==> config.mk <==
export PLATFORM = sky130hd
export DESIGN_NAME = qam16_symbol_sequencer_flat
export DESIGN_NICKNAME = d
export VERILOG_FILES = /design/src/rtl/qam16_symbol_sequencer_pkg.sv /design/src/rtl/qam16_symbol_sequencer_if.sv /design/src/rtl/qam16_symbol_sequencer_map.sv /design/src/rtl/qam16_symbol_sequencer.sv /design/src/flat_wrapper.sv
export SDC_FILE = /design/constraint.sdc
export NUM_CORES = 1
export LEC_CHECK = 0
export CORE_ASPECT_RATIO = 1.75
export CORE_MARGIN = 10
export CORE_UTILIZATION = 45
export CTS_BUF_LIST = sky130_fd_sc_hd__clkbuf_4
export DETAILED_ROUTE_END_ITERATION = 16
export PLACE_DENSITY = 0.81
export SETUP_SLACK_MARGIN = 0.02
export SLEW_MARGIN = 5
export SYNTH_ARGS = -nofsm -noshare
export SYNTH_HDL_FRONTEND = slang
export SYNTH_SLANG_ARGS = --single-unit
==> constraint.sdc <==
create_clock -name clk -period 2.75 [get_ports clk]
set_clock_uncertainty 0.15 [all_clocks]
set_input_delay 0.275 -clock clk [delete_from_list [all_inputs] [get_ports clk]]
set_output_delay 0.275 -clock clk [all_outputs]
set_load 0.1 [all_outputs]
==> src/rtl/qam16_symbol_sequencer_pkg.sv <==
// qam16_pkg: shared constants, FSM state type and the symbols-per-word helper
// for the QAM-16 symbol sequencer.
//   QAM16_AMPLITUDE_DEFAULT    : base amplitude A = 1/sqrt(10) in Q1.15
//   QAM16_AMPLITUDE_3A_DEFAULT : outer-ring amplitude 3A for the default A
//   qam16_state_t              : sequencer FSM states (IDLE, SEND)
//   qam16_syms()               : number of 4-bit symbols carried by a word
package qam16_pkg;

    localparam logic [15:0] QAM16_AMPLITUDE_DEFAULT    = 16'h287A;
    localparam logic [17:0] QAM16_AMPLITUDE_3A_DEFAULT =
        {2'b00, QAM16_AMPLITUDE_DEFAULT} + {2'b00, QAM16_AMPLITUDE_DEFAULT} +
        {2'b00, QAM16_AMPLITUDE_DEFAULT};

    typedef enum logic {
        IDLE = 1'b0,
        SEND = 1'b1
    } qam16_state_t;

    function automatic int qam16_syms(input int data_width);
        return data_width / 4;
    endfunction

endpackage

==> src/rtl/qam16_symbol_sequencer_if.sv <==
// Stream bundle for the QAM-16 symbol sequencer.
//   s_valid/s_ready/s_data : input word stream (word producer drives valid/data)
//   m_valid/m_ready        : output symbol handshake
//   m_i/m_q                : signed I/Q sample of the current symbol
//   m_last                 : marks the final symbol of a word
// Modport slave is the sequencer's view, master is the surrounding logic's view.
interface qam16_symbol_sequencer_if #(
    parameter int IN_W    = 16,
    parameter int OUT_I_W = 16,
    parameter int OUT_Q_W = 16
);
    logic                      s_valid;
    logic                      s_ready;
    logic [IN_W-1:0]           s_data;
    logic                      m_valid;
    logic                      m_ready;
    logic signed [OUT_I_W-1:0] m_i;
    logic signed [OUT_Q_W-1:0] m_q;
    logic                      m_last;

    modport slave (
        input  s_valid, s_data, m_ready,
        output s_ready, m_valid, m_i, m_q, m_last
    );

    modport master (
        output s_valid, s_data, m_ready,
        input  s_ready, m_valid, m_i, m_q, m_last
    );
endinterface

==> src/rtl/qam16_symbol_sequencer_map.sv <==
// qam16_symbol_map: combinational QAM-16 mapper for one 4-bit nibble.
//   nibble : b[3:0]; b0/b1 select the I/Q sign (0 = positive),
//            b2/b3 select the I/Q magnitude (1 = 3A, 0 = A)
//   sym_i  : A*(1-2*b0)*(1+2*b2), low OUT_I_W bits of the full-precision value
//   sym_q  : A*(1-2*b1)*(1+2*b3), low OUT_Q_W bits of the full-precision value
module qam16_symbol_map
    import qam16_pkg::*;
#(
    parameter int              AMP_W     = 16,
    parameter logic [AMP_W-1:0] AMPLITUDE = QAM16_AMPLITUDE_DEFAULT,
    parameter int              OUT_I_W   = 16,
    parameter int              OUT_Q_W   = 16
) (
    input  logic [3:0]                nibble,
    output logic signed [OUT_I_W-1:0] sym_i,
    output logic signed [OUT_Q_W-1:0] sym_q
);
    // Wide enough for +/-3A and for sign extension into either output width,
    // so taking the low bits is always a plain two's-complement truncation.
    localparam int MAX_OUT_W = (OUT_I_W > OUT_Q_W) ? OUT_I_W : OUT_Q_W;
    localparam int FULL_W    = AMP_W + 3 + MAX_OUT_W;

    localparam logic signed [FULL_W-1:0] AMP_1 = FULL_W'(AMPLITUDE);
    localparam logic signed [FULL_W-1:0] AMP_3 = AMP_1 + AMP_1 + AMP_1;

    logic signed [FULL_W-1:0] mag_i;
    logic signed [FULL_W-1:0] mag_q;
    logic signed [FULL_W-1:0] full_i;
    logic signed [FULL_W-1:0] full_q;

    always_comb begin
        mag_i  = nibble[2] ? AMP_3 : AMP_1;
        mag_q  = nibble[3] ? AMP_3 : AMP_1;
        full_i = nibble[0] ? -mag_i : mag_i;
        full_q = nibble[1] ? -mag_q : mag_q;
        sym_i  = full_i[OUT_I_W-1:0];
        sym_q  = full_q[OUT_Q_W-1:0];
    end
endmodule

==> src/rtl/qam16_symbol_sequencer.sv <==
// qam16_symbol_sequencer: serialises each accepted input word into SYMS
// QAM-16 symbols (lowest nibble first), one registered I/Q pair per output beat.
//   clk    : rising-edge clock
//   rst_n  : asynchronous active-low reset
//   enable : gates acceptance of new words; a word in flight always completes
//   busy   : high while a word is being sent
//   bus    : slave modport of qam16_symbol_sequencer_if (word in, symbols out)
module qam16_symbol_sequencer
    import qam16_pkg::*;
#(
    parameter int          INPUT_DATA_WIDTH    = 16,
    parameter int          OUTPUT_DATA_WIDTH_I = 16,
    parameter int          OUTPUT_DATA_WIDTH_Q = 16,
    parameter logic [15:0] QAM16_AMPLITUDE     = QAM16_AMPLITUDE_DEFAULT
) (
    input  logic                    clk,
    input  logic                    rst_n,
    input  logic                    enable,
    output logic                    busy,
    qam16_symbol_sequencer_if.slave bus
);
    localparam int SYMS  = qam16_syms(INPUT_DATA_WIDTH);
    localparam int IDX_W = (SYMS > 1) ? $clog2(SYMS) : 1;
    localparam int NIB_N = 1 << IDX_W;
    localparam logic [IDX_W-1:0] LAST_IDX = IDX_W'(SYMS - 1);

    qam16_state_t                          state_reg;
    logic [IDX_W-1:0]                      sym_idx_reg;
    logic [INPUT_DATA_WIDTH-1:0]           word_reg;
    logic                                  m_valid_reg;
    logic                                  m_last_reg;
    logic signed [OUTPUT_DATA_WIDTH_I-1:0] m_i_reg;
    logic signed [OUTPUT_DATA_WIDTH_Q-1:0] m_q_reg;

    logic                                  accept;
    logic                                  fire;
    logic [IDX_W-1:0]                      idx_next;
    logic [3:0]                            map_nibble;
    logic signed [OUTPUT_DATA_WIDTH_I-1:0] map_i;
    logic signed [OUTPUT_DATA_WIDTH_Q-1:0] map_q;
    logic [3:0]                            nibble_arr [NIB_N];

    // Nibble table padded to a power of two so idx_next can never index
    // outside the array, whatever SYMS is.
    for (genvar gi = 0; gi < NIB_N; gi++) begin : g_nib
        if (gi < SYMS) begin : g_word
            assign nibble_arr[gi] = word_reg[4*gi +: 4];
        end else begin : g_pad
            assign nibble_arr[gi] = 4'h0;
        end
    end

    // A new word can be taken while idle, or in the very cycle the last symbol
    // of the current word is handed off, which removes the inter-word bubble.
    assign bus.s_ready = enable &&
                         ((state_reg == IDLE) || (m_valid_reg && bus.m_ready && m_last_reg));
    assign accept      = bus.s_valid && bus.s_ready;
    assign fire        = m_valid_reg && bus.m_ready;
    assign idx_next    = sym_idx_reg + IDX_W'(1);

    // The mapper always computes the symbol that will be registered next:
    // symbol 0 of the incoming word on accept, otherwise the following nibble
    // of the held word.
    assign map_nibble = accept ? bus.s_data[3:0] : nibble_arr[idx_next];

    qam16_symbol_map #(
        .AMP_W     (16),
        .AMPLITUDE (QAM16_AMPLITUDE),
        .OUT_I_W   (OUTPUT_DATA_WIDTH_I),
        .OUT_Q_W   (OUTPUT_DATA_WIDTH_Q)
    ) u_map (
        .nibble (map_nibble),
        .sym_i  (map_i),
        .sym_q  (map_q)
    );

    always_ff @(posedge clk or negedge rst_n) begin
        if (!rst_n) begin
            state_reg   <= IDLE;
            sym_idx_reg <= '0;
            word_reg    <= '0;
            m_valid_reg <= 1'b0;
            m_last_reg  <= 1'b0;
            m_i_reg     <= '0;
            m_q_reg     <= '0;
        end else begin
            case (state_reg)
                IDLE: begin
                    if (accept) begin
                        state_reg   <= SEND;
                        word_reg    <= bus.s_data;
                        sym_idx_reg <= '0;
                        m_valid_reg <= 1'b1;
                        m_last_reg  <= (SYMS == 1);
                        m_i_reg     <= map_i;
                        m_q_reg     <= map_q;
                    end
                end
                SEND: begin
                    if (fire && !m_last_reg) begin
                        sym_idx_reg <= idx_next;
                        m_last_reg  <= (idx_next == LAST_IDX);
                        m_i_reg     <= map_i;
                        m_q_reg     <= map_q;
                    end else if (fire && accept) begin
                        word_reg    <= bus.s_data;
                        sym_idx_reg <= '0;
                        m_last_reg  <= (SYMS == 1);
                        m_i_reg     <= map_i;
                        m_q_reg     <= map_q;
                    end else if (fire) begin
                        state_reg   <= IDLE;
                        sym_idx_reg <= '0;
                        m_valid_reg <= 1'b0;
                        m_last_reg  <= 1'b0;
                        m_i_reg     <= '0;
                        m_q_reg     <= '0;
                    end
                end
                default: state_reg <= IDLE;
            endcase
        end
    end

    assign bus.m_valid = m_valid_reg;
    assign bus.m_last  = m_last_reg;
    assign bus.m_i     = m_i_reg;
    assign bus.m_q     = m_q_reg;
    assign busy        = (state_reg == SEND);

endmodule

==> src/flat_wrapper.sv <==
// flat-port wrapper written by rule: the top's interface ports become plain ports
module qam16_symbol_sequencer_flat import qam16_pkg::*;
#(
    parameter int          INPUT_DATA_WIDTH    = 16,
    parameter int          OUTPUT_DATA_WIDTH_I = 16,
    parameter int          OUTPUT_DATA_WIDTH_Q = 16,
    parameter logic [15:0] QAM16_AMPLITUDE     = QAM16_AMPLITUDE_DEFAULT
)
  (clk, rst_n, enable, busy, bus_s_valid, bus_s_data, bus_m_ready, bus_s_ready, bus_m_valid, bus_m_i, bus_m_q, bus_m_last);
  qam16_symbol_sequencer_if #(.IN_W(16), .OUT_I_W(16), .OUT_Q_W(16)) bus_i ();
  input  logic clk;
  input  logic rst_n;
  input  logic enable;
  output logic busy;
  input wire logic [$bits(bus_i.s_valid)-1:0] bus_s_valid;
  input wire logic [$bits(bus_i.s_data)-1:0] bus_s_data;
  input wire logic [$bits(bus_i.m_ready)-1:0] bus_m_ready;
  output wire logic [$bits(bus_i.s_ready)-1:0] bus_s_ready;
  output wire logic [$bits(bus_i.m_valid)-1:0] bus_m_valid;
  output wire logic [$bits(bus_i.m_i)-1:0] bus_m_i;
  output wire logic [$bits(bus_i.m_q)-1:0] bus_m_q;
  output wire logic [$bits(bus_i.m_last)-1:0] bus_m_last;
  assign bus_i.s_valid = bus_s_valid;
  assign bus_i.s_data = bus_s_data;
  assign bus_i.m_ready = bus_m_ready;
  assign bus_s_ready = bus_i.s_ready;
  assign bus_m_valid = bus_i.m_valid;
  assign bus_m_i = bus_i.m_i;
  assign bus_m_q = bus_i.m_q;
  assign bus_m_last = bus_i.m_last;
  qam16_symbol_sequencer #(.INPUT_DATA_WIDTH(INPUT_DATA_WIDTH), .OUTPUT_DATA_WIDTH_I(OUTPUT_DATA_WIDTH_I), .OUTPUT_DATA_WIDTH_Q(OUTPUT_DATA_WIDTH_Q), .QAM16_AMPLITUDE(QAM16_AMPLITUDE)) u_core (.clk(clk), .rst_n(rst_n), .enable(enable), .busy(busy), .bus(bus_i));
endmodule
==> implementation parameters <==
Parameter                              Value

Die
  Number of top-level pins    57
  Horizontal extent of the die    64.28 um
  Core Box Area    0.003363 mm2
  Die outline height    97.49 um
  Die outline area    roughly 0.0063 mm2
  Initial Util    0.4591
  Row Count    28

Synth
  Average cell area after synthesis    11.61 um2
  Area of the mapped netlist    0.001544 mm2
  Leading cell types by total area after synthesis    dfrtp_1 49%, buf_4 12%, mux2_2 12%
  Area fraction of the dominant cell type after synthesis    0.4862
  Synth Warn #    0
  XOR/XNOR Fraction of Synth Area    0.02269
  Mux cell area share after synthesis    0.1880
  Simple-gate portion of the synthesized area    0.08104
  Most area-hungry cell type in the Yosys netlist    dfrtp_1
  Arithmetic-cell share of the synthesized area counting full adders, half adders and majority gates    0.008104
  Combinational family with the most area after synthesis    multiplexers
  Flip-flop and latch count after synthesis    30
  Compound-Gate Fraction of Synth Area    0.07131
  Count of unique library cells instantiated by Yosys    29
  Synthesized instance count    ~130
  Share of synthesized area occupied by flip-flops and latches    0.4862

Global route
  Via count of the first global-routing pass    1,138
  Overall overflow remaining after global route    0
  Antenna violations before repair    0
  Wire length of the first global-routing pass    5630 um
  All-Layer GR Usage    0.1134
  Pin count of the biggest net entering global routing    31

Clock network
  Clock tree from TritonCTS    done
  Clk root buf    clkbuf_4
  CTS clk-pin slew, worst paths    100 ps
  Clock latency reported for the late side of the worst-skew pair    340 ps
  Resized Gates After CTS    0
  Max clock buf depth    2
  Sinks on Clock Net    30
  Number of buffers inserted for hold repair after clock tree synthesis    0
  Number of buffers inserted during clock tree synthesis    5
  Htree depth    2
  Setup fix buffers added after clock tree synthesis    0

STA
  Total of endpoints with negative setup slack in the final report    0
  Final-layout setup total negative slack    0 ps
  Tmin final    roughly 2100 ps
  Setup repair after global routing missed its margin    false
  Max Freq    467.8 MHz
  Portion of the clock cycle consumed by the worst path in the final layout    0.7773
  Number of pins with negative max-slew slack in the final report    0
  Final number of hold-violating endpoints    0

Route
  Vias per Instance    4.972
  Number of search-and-repair iterations in the first detailed-routing pass    4
  Initial detailed-routing violation count    19
  Average wire per cell in the routed design    15.76 um
  Number of remaining DRC errors    0
  Via Count    around 1.1k
  Total detailed-routing wirelength    3372 um
  Number of nets still failing antenna checks after routing    0

Job
  Number of max-capacitance violations reported    0

Place
  IO Port Bufs    54
  DP Wirelength    2719 um
  Weighted congestion at the end of routability-driven global placement    ~0.80

Finish
  Number of flip-flops under the largest register name    16
  Area growth from synthesis to layout    25.36%
  Fraction of final layout cells with drive strength greater than 1    0.3905
  Number of inserted diodes    0
  Net count of the finished layout    190

Worst setup path
  CP endpoint kind    register
  Arrival time of the worst setup path    2220 ps
  Data required time at the worst endpoint    ~2800 ps
  Critical Path Start Type    register
  Crit path max fanout    7
  Slack of the worst reg-to-reg path    610 ps
  Crit Path Class    register to register

Worst hold path
  Classification of the worst-slack hold path    input pin to async pin

Run status
  Result of the run    finished clean
==> metal layers <==
metal	wire length, um	up-vias	share of wire	GRT usage
li1	-	497	-	-
met1	1272	512	0.38	0.1135
met2	1700	48	0.50	0.1799
met3	340	7	0.10	0.05889
met4	58	0	0.017	0.06788
met5	0	-	0	0
==> logic make-up after synthesis <==
family,count (synthesis)
and+or+nand+nor,29
DFF,30
xor gates and xnor gates,4
other,1
adders and majority gates,1
AOI/OAI and AO/OA,15
muxes,22
buffers and inverters,31
==> per-stage QoR <==
stage	worst slack, ps	area, um2	util	std cells	hold slack (ps)
5_1_grt	442.4	1936	0.5755	214	188.0
2_1_floorplan	295.8	1548	-	134	-170.6
6_report	612.4	1936	0.5755	214	167.1
3_5_place_dp	618.9	1882	0.5595	206	339.6
3_3_place_gp	723.2	1882	0.5595	206	320.9
4_1_cts	596.8	1936	0.5755	214	175.9
==> cell usage after synthesis <==
library cell  count
dfrtp_1          30
buf_4            24
mux2_2           16
nand2_1          15
nor2_1            6
o21ai_0           5
mux4_2            4
and2_1            3
nand3_1           3
a211o_1           2
clkbuf_1          2
inv_1             2
mux2i_1           2
o221ai_1          2
xnor2_1           2
xor2_1            2
a21oi_1           1
a22o_1            1
a41oi_1           1
buf_2             1
buf_6             1
clkbuf_2          1
conb_1            1
ha_1              1
nand2b_1          1
o21a_1            1
o31ai_1           1
o31ai_2           1
or2_2             1
==> path summary, 6_finish.rpt <==
check	start	endpoint	cells after the start
max	u_core.sym_idx_reg[0]$_DFFE_PN0P_	u_core.bus.m_q[4]$_DFFE_PN0P_	6
min	rst_n	u_core.bus.m_i[1]$_DFFE_PN0P_	2
max reg2reg	u_core.sym_idx_reg[0]$_DFFE_PN0P_	u_core.bus.m_q[4]$_DFFE_PN0P_	6
min reg2reg	u_core.word_reg[5]$_DFFE_PN0P_	u_core.word_reg[5]$_DFFE_PN0P_	1
max in group asynchronous	rst_n	u_core.word_reg[10]$_DFFE_PN0P_	2
min in group clk	u_core.word_reg[5]$_DFFE_PN0P_	u_core.word_reg[5]$_DFFE_PN0P_	1
==> worst max-delay path, cell delays in order, from the launching register on <==
cell,delay (ps)
dfrtp_1,530
inv_1,80
ha_1,380
mux4_2,360
xor2_1,240
nor2_1,60
a211o_1,230
==> cells in the final DEF (no fill, tap or decap), types with 3 or more instances in the layout <==
cell type        netlist  routed
o21ai_0                5       5
clkbuf_4               0       6
and2_1                 3       3
mux4_2                 4       4
nor2_1                 6       6
nand2_1               15      15
buf_4                 24      35
clkdlybuf4s50_1        0      20
nand3_1                3       3
dfrtp_1               30      30
mux2_2                16      16
==> layout make-up <==
type	count	area, um2
Clock buffer	6	45.04
Clock inverter	2	8.758
Multi-Input combinational cell	73	584.3
Fill cell	296	1428
Sequential cell	30	750.7
Timing Repair Buffer	56	483.0
Inverter	2	7.507
Tap cell	45	56.30
Power is left out: the tool's default activity adds up to more than one toggle a clock period on the data nets, which glitch-free logic cannot reach.
